<file path="config.mk">
export PLATFORM = sky130hd
export DESIGN_NAME = alu_request_arbiter
export DESIGN_NICKNAME = d
export VERILOG_FILES = /design/src/rtl/alu_request_arbiter.sv
export SDC_FILE = /design/constraint.sdc
export NUM_CORES = 1
export LEC_CHECK = 0
export CAP_MARGIN = 20
export CORE_UTILIZATION = 45
export CTS_CLUSTER_DIAMETER = 80
export DETAILED_ROUTE_END_ITERATION = 8
export PLACE_DENSITY = 0.85
export SKIP_CTS_REPAIR_TIMING = 1
export SYNTH_ARGS = -nofsm -noshare
export SYNTH_HDL_FRONTEND = slang
export SYNTH_SLANG_ARGS = --single-unit
</file>
<file path="constraint.sdc">
create_clock -name clk -period 4.05 [get_ports clk]
set_input_delay 0.405 -clock clk [delete_from_list [all_inputs] [get_ports clk]]
set_output_delay 0.405 -clock clk [all_outputs]
set_load 0.03 [all_outputs]
</file>
<file path="src/rtl/alu_request_arbiter.sv">
// alu_request_arbiter
//
// Shares one combinational ALU between two requesters: requester 0 is the SPI
// operand path, requester 1 is the front-panel path. The arbiter grants one
// request at a time, alternating on contention. It drives the ALU operand and
// select lines and holds them for SETTLE_CYCLES cycles. It then captures the
// low result nibble and the flags, and pulses res_valid tagged with the owner.
//
// Ports:
//   clk, reset                    clock, synchronous active-high reset
//   reqN_valid/_a/_b/_sel         request from requester N (held until ready)
//   reqN_ready                    handshake accepted this cycle (IDLE only)
//   alu_a, alu_b, alu_sel         operands/select driven to the shared ALU
//   alu_result, alu_z/c/v/s       combinational ALU response
//   res_value, res_flags          captured result nibble and flags {S,V,C,Z}
//   res_valid                     one-cycle completion strobe
//   res_owner                     requester index of last completed operation
//   busy                          controller is not idle
//
// Parameters:
//   WIDTH          operand width; ALU result is 2*WIDTH wide
//   SETTLE_CYCLES  ALU input hold time before capture, legal range 1..15

module alu_request_arbiter #(
    parameter int WIDTH         = 4,
    parameter int SETTLE_CYCLES = 1
) (
    input  logic               clk,
    input  logic               reset,

    input  logic               req0_valid,
    input  logic [WIDTH-1:0]   req0_a,
    input  logic [WIDTH-1:0]   req0_b,
    input  logic [1:0]         req0_sel,
    output logic               req0_ready,

    input  logic               req1_valid,
    input  logic [WIDTH-1:0]   req1_a,
    input  logic [WIDTH-1:0]   req1_b,
    input  logic [1:0]         req1_sel,
    output logic               req1_ready,

    output logic [WIDTH-1:0]   alu_a,
    output logic [WIDTH-1:0]   alu_b,
    output logic [1:0]         alu_sel,
    input  logic [2*WIDTH-1:0] alu_result,
    input  logic               alu_z,
    input  logic               alu_c,
    input  logic               alu_v,
    input  logic               alu_s,

    output logic [WIDTH-1:0]   res_value,
    output logic [3:0]         res_flags,
    output logic               res_valid,
    output logic               res_owner,
    output logic               busy
);

    localparam logic [1:0] ST_IDLE   = 2'd0;
    localparam logic [1:0] ST_SETTLE = 2'd1;
    localparam logic [1:0] ST_DONE   = 2'd2;

    // The counter starts at SETTLE_CYCLES-1 and captures when it reaches 0.
    // This gives exactly SETTLE_CYCLES cycles in SETTLE.
    localparam logic [3:0] SETTLE_LOAD = 4'(SETTLE_CYCLES - 1);

    logic [1:0] state;
    logic [3:0] settle_cnt;
    logic       cur_owner;    // requester being served right now
    logic       last_served;  // requester that completed most recently
    logic       grant0;
    logic       grant1;

    // The upper result bits are deliberately dropped; only the low nibble is shown.
    logic       unused_result_hi;
    assign unused_result_hi = ^alu_result[2*WIDTH-1:WIDTH];

    // Round-robin grant. It is offered only in IDLE, so ready can never be
    // high while an operation is in flight. On a tie, the requester that was
    // not served last wins.
    // NOTE: every always_comb output gets a default first so no path can infer a latch.
    always_comb begin
        grant0 = 1'b0;
        grant1 = 1'b0;
        if (state == ST_IDLE && !reset) begin
            if (req0_valid && req1_valid) begin
                grant0 = last_served;
                grant1 = !last_served;
            end else begin
                grant0 = req0_valid;
                grant1 = req1_valid;
            end
        end
    end

    assign req0_ready = grant0;
    assign req1_ready = grant1;
    assign res_valid  = (state == ST_DONE);
    assign busy       = (state != ST_IDLE);

    // NOTE: state registers use non-blocking assignments so every flop samples
    // pre-edge values, independent of statement order.
    always_ff @(posedge clk) begin
        if (reset) begin
            state       <= ST_IDLE;
            settle_cnt  <= 4'd0;
            cur_owner   <= 1'b0;
            last_served <= 1'b1;  // makes requester 0 the first tie winner
            alu_a       <= '0;
            alu_b       <= '0;
            alu_sel     <= 2'b00;
            res_value   <= '0;
            res_flags   <= 4'b0000;
            res_owner   <= 1'b0;
        end else begin
            case (state)
                ST_IDLE: begin
                    if (grant0 || grant1) begin
                        alu_a      <= grant1 ? req1_a   : req0_a;
                        alu_b      <= grant1 ? req1_b   : req0_b;
                        alu_sel    <= grant1 ? req1_sel : req0_sel;
                        cur_owner  <= grant1;
                        settle_cnt <= SETTLE_LOAD;
                        state      <= ST_SETTLE;
                    end
                end

                ST_SETTLE: begin
                    if (settle_cnt == 4'd0) begin
                        res_value   <= alu_result[WIDTH-1:0];
                        res_flags   <= {alu_s, alu_v, alu_c, alu_z};
                        res_owner   <= cur_owner;
                        last_served <= cur_owner;
                        state       <= ST_DONE;
                    end else begin
                        settle_cnt <= settle_cnt - 4'd1;
                    end
                end

                ST_DONE: begin
                    state <= ST_IDLE;
                end

                default: begin
                    state <= ST_IDLE;
                end
            endcase
        end
    end

endmodule
</file>
# Yosys cells after proc, flatten, opt, wreduce, memory -nomap -nowiden
# Cells that the tools add are included.
op_classes:
  add_sub_neg: 1
  eq_ne: 5
  n_mux: 13
  n_reduce_logical: 13
ops:
  columns: ["op", "n"]
  rows:
  - ["2-to-1 mux 4 bit", 4]
  - ["one-hot mux 4 bit (2 select lines)", 1]
  - ["2-to-1 mux 2 bit", 3]
  - ["AND reduction 2 bit", 3]
  - ["zero test 4 bit", 1]
  - ["2-to-1 mux 1 bit", 4]
  - ["!= test 2 bit, second input constant", 2]
  - ["one-hot mux 2 bit (2 select lines)", 1]
  - ["nonzero test 2 bit", 2]
  - ["subtractor 4 x 1 -> 4 bit, second input constant", 1]
  - ["AND reduction 3 bit", 1]
  - ["== test 2 x 1 -> 1 bit, second input constant", 1]
  - ["== test 2 bit, second input constant", 1]
  - ["logical AND 1 bit", 2]
  - ["zero test 1 bit", 2]
  - ["zero test 2 bit", 1]
  - ["!= test 2 x 1 -> 1 bit, second input constant", 1]
  - ["logical OR 1 bit", 1]
word_totals:
  ff_bits: 27
  input_bits: 36
  output_inout_bits: 23
  wordCells: 42

# Logic depth before layout (Yosys ltp)
# Gate-level depths: netlist (run 1).
depth:
  word_depth: 6
  mapped_depth: 6
  depth_no_buf: 5

# Least setup slack after synthesis (run 1)
# Ideal clock, no wire load.
synth_path:
  kind: "register to output"
  start: "reg state[0]"
  end: "out req0_ready"
  arrival_time_ps: 1811
  slack_ps: 1834
  path_stages_with_launch: 6
  cell_sequence: "dfxtp_1 > buf_6 > or3_1 > buf_2 > clkbuf_1 > nor3_1"
synth_via:
  elab_chain_cells: 3
synth_rtl:
  columns: ["element", "line", "rtl"]
  rows:
  - ["start: declaration", "67", "logic [1:0] state;"]
  - ["start signal: assignment", "105", "state <= ST_IDLE;"]
  - ["start signal: assignment", "124", "state <= ST_SETTLE;"]
  - ["start signal: assignment", "134", "state <= ST_DONE;"]
  - ["zero test 2 bit", "85", "if (state == ST_IDLE && !reset) begin"]
  - ["logical AND 1 bit", "85", null]
  - ["2-to-1 mux 1 bit", "85", null]
  - ["end: declaration", "35", "output logic req0_ready,"]
# No other way between the ends.

# Worst setup path in the final report (run 1)
layout_path:
  start: "reg state[0]"
  end: "out req1_ready"
layout_via:
  elab_chain_cells: 3
layout_rtl:
  columns: ["element", "line", "rtl"]
  rows:
  - ["zero test 2 bit", "85", null]
  - ["logical AND 1 bit", "85", null]
  - ["2-to-1 mux 1 bit", "85", null]
  - ["end: declaration", "41", "output logic req1_ready,"]
# No other way between the ends.

==> impl_metrics.ini, run 1 <==
[synthesis]
synth_area_mm2 = 0.001358
ys_top_cells_by_area = dfxtp_1 (40%), a311oi_2 (8.8%), o31ai_1 (6.1%)
synthSimpleGateAreaFrac_pct = 22.40
ys_seq_area_share_pct = 39.82
synth_top_family_by_area = compound AO/OA/AOI/OAI gates
avgSynthCellArea_um2 = 8.815
syn-num-nets = 192
async_flop_share_pct = 0
synth_top_area_share_pct = 39.82
synth_top_area_cell = dfxtp_1
synth_compound_area_share_pct = 28.57
yosysMostFrequentCell = dfxtp_1
synth_edf_count = 0
postSynthCellCount = 154
ys.warnings.count = 0
synthFlopType = dfxtp_1
synth-seq-cells = 27
yosys.area_share.adder_pct = 1.843
synth_xor_area_share_pct = 0
synth_common_cells = dfxtp_1 (27), nor3_1 (13), nand3_1 (12)
synthMuxAreaShare_pct = 0
ys_types = 33

[power]
irDropWorstVdd_v = 0.0001657
totalPowerFinal_uw = 573.1
p_per_area_mw_per_mm2 = 300.7
power.leakage_nw = 0.6307

[clocking]
clock_sinks = 27
htreeDepth = 1
clk_latency_ns = 0.34
numCtsBuffers = 3
clk_pin_slew_ns = 0.15
clockRootBuffer = clkbuf_4
cts_tree = done
clk_path_buf_depth = 2

[floorplanning]
initial_utilization_pct = 48.39
coreArea_mm2 = 0.002805
dieArea_mm2 = 0.003240
io_pins = 59
rows = 19
die_h_um = 56.93
die_w_um = 56.93

[setup_path]
start_kind = flop
reg2reg_from = state[0]
worstSetupPathType = flop to output pin
end_kind = output pin
crit_required_ns = 3.64
startpoint = state[0]
worst-path-max-fanout = 25
cp.arrival_ns = 2.73
worst_r2r_path_depth = 3

[layout]
nNetsFinal = 237
drive_gt1_share_pct = 11.11
area.growth.synth_to_final_pct = 40.37
antenna_cells = 0

[global_route]
grt_pass1_vias = 1317
grt-ovfl-total = 0
grt_pass1_wl_mm = 5.609
antenna_found_initial = 0
grt_max_degree = 29
grt_usage_pct = 21.96

[place]
gp_congestion = 0.7912
port_buffers = 54
dpl.hpwl_mm = 2.483
place_ws_ns = 0.9428

[detailed_routing]
drt_iter0_drc = 61
totalWireLength_mm = 3.608
detail_route.wl_per_cell_um = 15.76
ant_nets = 0
drcViolationCount = 0
first_pass_iters = 6
vias_per_cell = 6.301
vias = 1443

[run_status]
run_status = complete, no violations

[timing]
skew_ns = 0.004174
rsz0062_at_grt = no
finalSetupViolCount = 0
layout_min_cycle_time_ns = 3.138
timing.final.ws_setup_ns = 0.9118
fmax_ghz = 0.3187
finalCritPeriodShare_pct = 77.49
hold_violations = 0
whs_ns = 0.4910
worst_pin_slew_ns = 0.8190
slew_viol_final = 0
max-slew-margin-rel_pct = 45.40
fin_tns_setup_ns = 0

[job]
drv_cap = 0

[min_path]
min_from = res_value[0]
whs_path_depth = 2
hp-class = flop to flop
[metrics by stage]
step / cell area (um^2) / cells / utilization (%)
6_report: 1906 / 229 / 67.93
5_1_grt: 1906 / 229 / 67.93
3_3_place_gp: 1871 / 224 / 66.68
3_5_place_dp: 1871 / 224 / 66.68
2_1_floorplan: 1358 / 154 / -
4_1_cts: 1901 / 228 / 67.75
[logic make-up (layout without fill, tap and decap cells)]
family,Yosys count,count (layout)
AO/OA/AOI/OAI,50,50
adder cells (fa/ha/maj),2,2
buffers and inverters,22,66
flip-flops,27,27
AND/OR/NAND/NOR,53,53
[flip-flops by register name, indices dropped and copies added (netlist names)]
register     count
alu_a            4
alu_b            4
alu_sel          2
cur_owner        1
last_served      1
res_flags        4
res_owner        1
res_value        4
settle_cnt       4
state            2
[power breakdown]
group	switching [mW]	internal, mW	total [mW]	leakage (nW)
logic	0.0842	0.0740	0.158	0.396
clock network	0.0860	0.0379	0.124	0.0139
registers	0.0101	0.281	0.291	0.220
[placed cells by master (no fill, tap or decap), types with 2 or more instances in the layout]
cell type and n:
nor2b_1 3, buf_4 2, o31ai_1 11, nand2b_1 3
clkdlybuf4s50_1 54, nand4_1 10, or3_1 2, ha_1 2
inv_1 4, o21ai_0 10, nor3_1 13, nor2_1 3
a311oi_2 8, nand3_1 12, a21oi_1 11, dfxtp_1 27
clkbuf_4 3, a31oi_1 2, a311oi_1 3
[worst max-delay path, stage by stage (launching register included)]
cell and delay (ns):
dfxtp_1 0.41, or3_1 0.74, or2_4 0.48, inv_2 0.08
clkdlybuf4s50_1 0.68
[worst paths after layout]
check | to | slack [ns]
setup / recovery | req1_ready | 0.91
hold reg to reg | res_value[0] | 0.49
hold / removal | res_value[0] | 0.49
setup reg to reg | alu_b[2] | 2.08
[cell type report]
cell class | instances | area [um^2]
clock buffer | 3 | 22.52
tap | 31 | 38.79
inverter | 5 | 18.77
timing repair buffer | 57 | 560.5
clock inverter | 1 | 7.507
sequential | 27 | 540.5
multi-input combinational | 105 | 716.9
fill | 230 | 899.6
[layer usage]
| metal | vias up | share of wire [%] | global-route usage, % |
|---|---|---|---|
| met1 | 677 | 43 | 27.35 |
| met3 | 17 | 6.4 | 3.687 |
| met2 | 75 | 48 | 36.13 |
| met4 | 0 | 2.9 | 11.85 |
| met5 | - | 0 | 0 |
| li1 | 674 | - | - |
No activity file was read; power rests on OpenSTA's default activity.
==> run 2, diff against run 1 <==
CORE_UTILIZATION = 37   (was 45)
PLACE_DENSITY = 0.75   (was 0.85)
clock period = 2.8 ns   (was 4.05 ns; I/O delays follow)
==> impl_metrics.ini, run 2 (synthesized netlist as in run 1, its figures left out) <==
[min_path]
min_from = alu_c
whs_path_depth = 3
hp-class = input pin to flop
worstHoldEndpoint = res_flags[1]

[global_route]
grt_pass1_wl_mm = 6.182
grt-ovfl-total = 0
grt_pass1_vias = 1367
grt_usage_pct = 19.44
antenna_found_initial = 0
grt_max_degree = 29

[setup_path]
worst-path-max-fanout = 18
crit_required_ns = 2.52
start_kind = flop
r2r_end = alu_b[1]
worst_r2r_path_depth = 4
crit_top_cell = buf_4
reg2reg_from = state[0]
ff2ff_setup_slack_ns = 1.00
cp_slowest_cell = or3_1
critical_path.cell_chain = or3_1 -> buf_4 -> nor3_1 -> buf_4
cp.arrival_ns = 1.92
end_kind = output pin
worstSetupPathType = flop to output pin
cpPeakStageDelay_ns = 0.54

[timing]
layout_min_cycle_time_ns = 2.203
skew_ns = 0.01173
finalSetupViolCount = 0
fin_tns_setup_ns = 0
slew_viol_final = 0
rsz0062_at_grt = no
finalCritPeriodShare_pct = 78.70
hold_violations = 0
worst_pin_slew_ns = 0.8283
max-slew-margin-rel_pct = 44.67
fmax_ghz = 0.4538

[layout]
area.growth.synth_to_final_pct = 42.40
final_common_cell = clkdlybuf4s50_1
nFillCells = 335
drive_gt1_share_pct = 12.50
nNetsFinal = 239
antenna_cells = 0
mostFrequentLayoutCells = clkdlybuf4s50_1 (52), dfxtp_1 (27), nor3_1 (13), nand3_1 (12)
instances_no_fill = 246

[clocking]
clock_sinks = 27
htreeDepth = 1
cts_tree = done
numCtsBuffers = 3
clk_path_buf_depth = 2
clockRootBuffer = clkbuf_4
clk_pin_slew_ns = 0.15
clk_latency_ns = 0.34

[detailed_routing]
vias_per_cell = 5.703
vias = 1403
drt_iter0_drc = 62
detail_route.wl_per_cell_um = 15.39
drcViolationCount = 0
first_pass_iters = 4
ant_nets = 0
totalWireLength_mm = 3.785

[job]
drv_cap = 0

[floorplanning]
coreArea_mm2 = 0.003416
dieArea_mm2 = 0.003915
die_h_um = 62.57
rows = 21
io_pins = 59
initial_utilization_pct = 39.74
die_w_um = 62.57

[place]
dpl.hpwl_mm = 2.583
port_buffers = 54
placedCellCount = 242
gp_congestion = 0.8064

[power]
power.leakage_nw = 0.6466
totalPowerFinal_uw = 824.8
p_per_area_mw_per_mm2 = 426.7
irDropWorstVdd_v = 0.0002603

[run_status]
run_status = complete, no violations
run 2: cell types whose count changed in the layout (fill, tap and decap cells not counted):
| cell | before | now |
|---|---|---|
| clkdlybuf4s50_1 | 54 | 52 |
| clkinvlp_4 | 1 | 0 |
| buf_4 | 2 | 7 |
| clkbuf_1 | 0 | 1 |
| buf_2 | 1 | 0 |
run 2: cell type report:
| class | instances | area, um^2 | area share (%) |
|---|---|---|---|
| Multi-Input combinational cell | 105 | 716.9 | 37.09 |
| Tap cell | 46 | 57.56 | 2.977 |
| Timing Repair Buffer | 59 | 573.1 | 29.64 |
| Clock buffer | 4 | 26.28 | 1.359 |
| Sequential cell | 27 | 540.5 | 27.96 |
| Inverter | 5 | 18.77 | 0.9709 |
run 2: critical path: cells and delay by family, from the launching register on:
family	cells	cell delay [ns]
DFF	1	0.41
and+or+nand+nor	2	0.72
buffers and inverters	2	0.45
run 2: metrics by stage:
step	worst slack, ns	hold slack, ns	util [%]	area [um^2]
4_1_cts	0.5963	0.4854	56.59	1933
6_report	0.5965	0.4832	56.59	1933
3_3_place_gp	0.7556	0.4612	55.82	1907
5_1_grt	0.5010	0.4822	56.59	1933
2_1_floorplan	0.7087	0.4277	-	1358
3_5_place_dp	0.6843	0.4677	55.82	1907
run 2: routing by layer:
| metal | wire length [um] | track usage, % | up-vias |
|---|---|---|---|
| met2 | 1787 | 30.98 | 32 |
| met1 | 1842 | 25.34 | 683 |
| met4 | 31 | 7.267 | 0 |
| li1 | - | - | 683 |
| met3 | 123 | 4.562 | 5 |
| met5 | 0 | 0 | - |
run 2: worst max-delay path by stage:
stage                  to      from  cells past startpoint
2_1_floorplan  req0_ready  state[0]                      5
3_3_place_gp   req0_ready     reset                      5
3_5_place_dp     alu_b[1]     reset                      5
4_1_cts        req0_ready  state[0]                      4
5_1_grt        req0_ready  state[0]                      4
6_report       req0_ready  state[0]                      4
run 2: report_power, final:
| group | internal, mW | total, mW | switching [mW] |
|---|---|---|---|
| Clock | 0.0560 | 0.173 | 0.117 |
| Combinational | 0.109 | 0.232 | 0.123 |
| Sequential | 0.406 | 0.420 | 0.0136 |
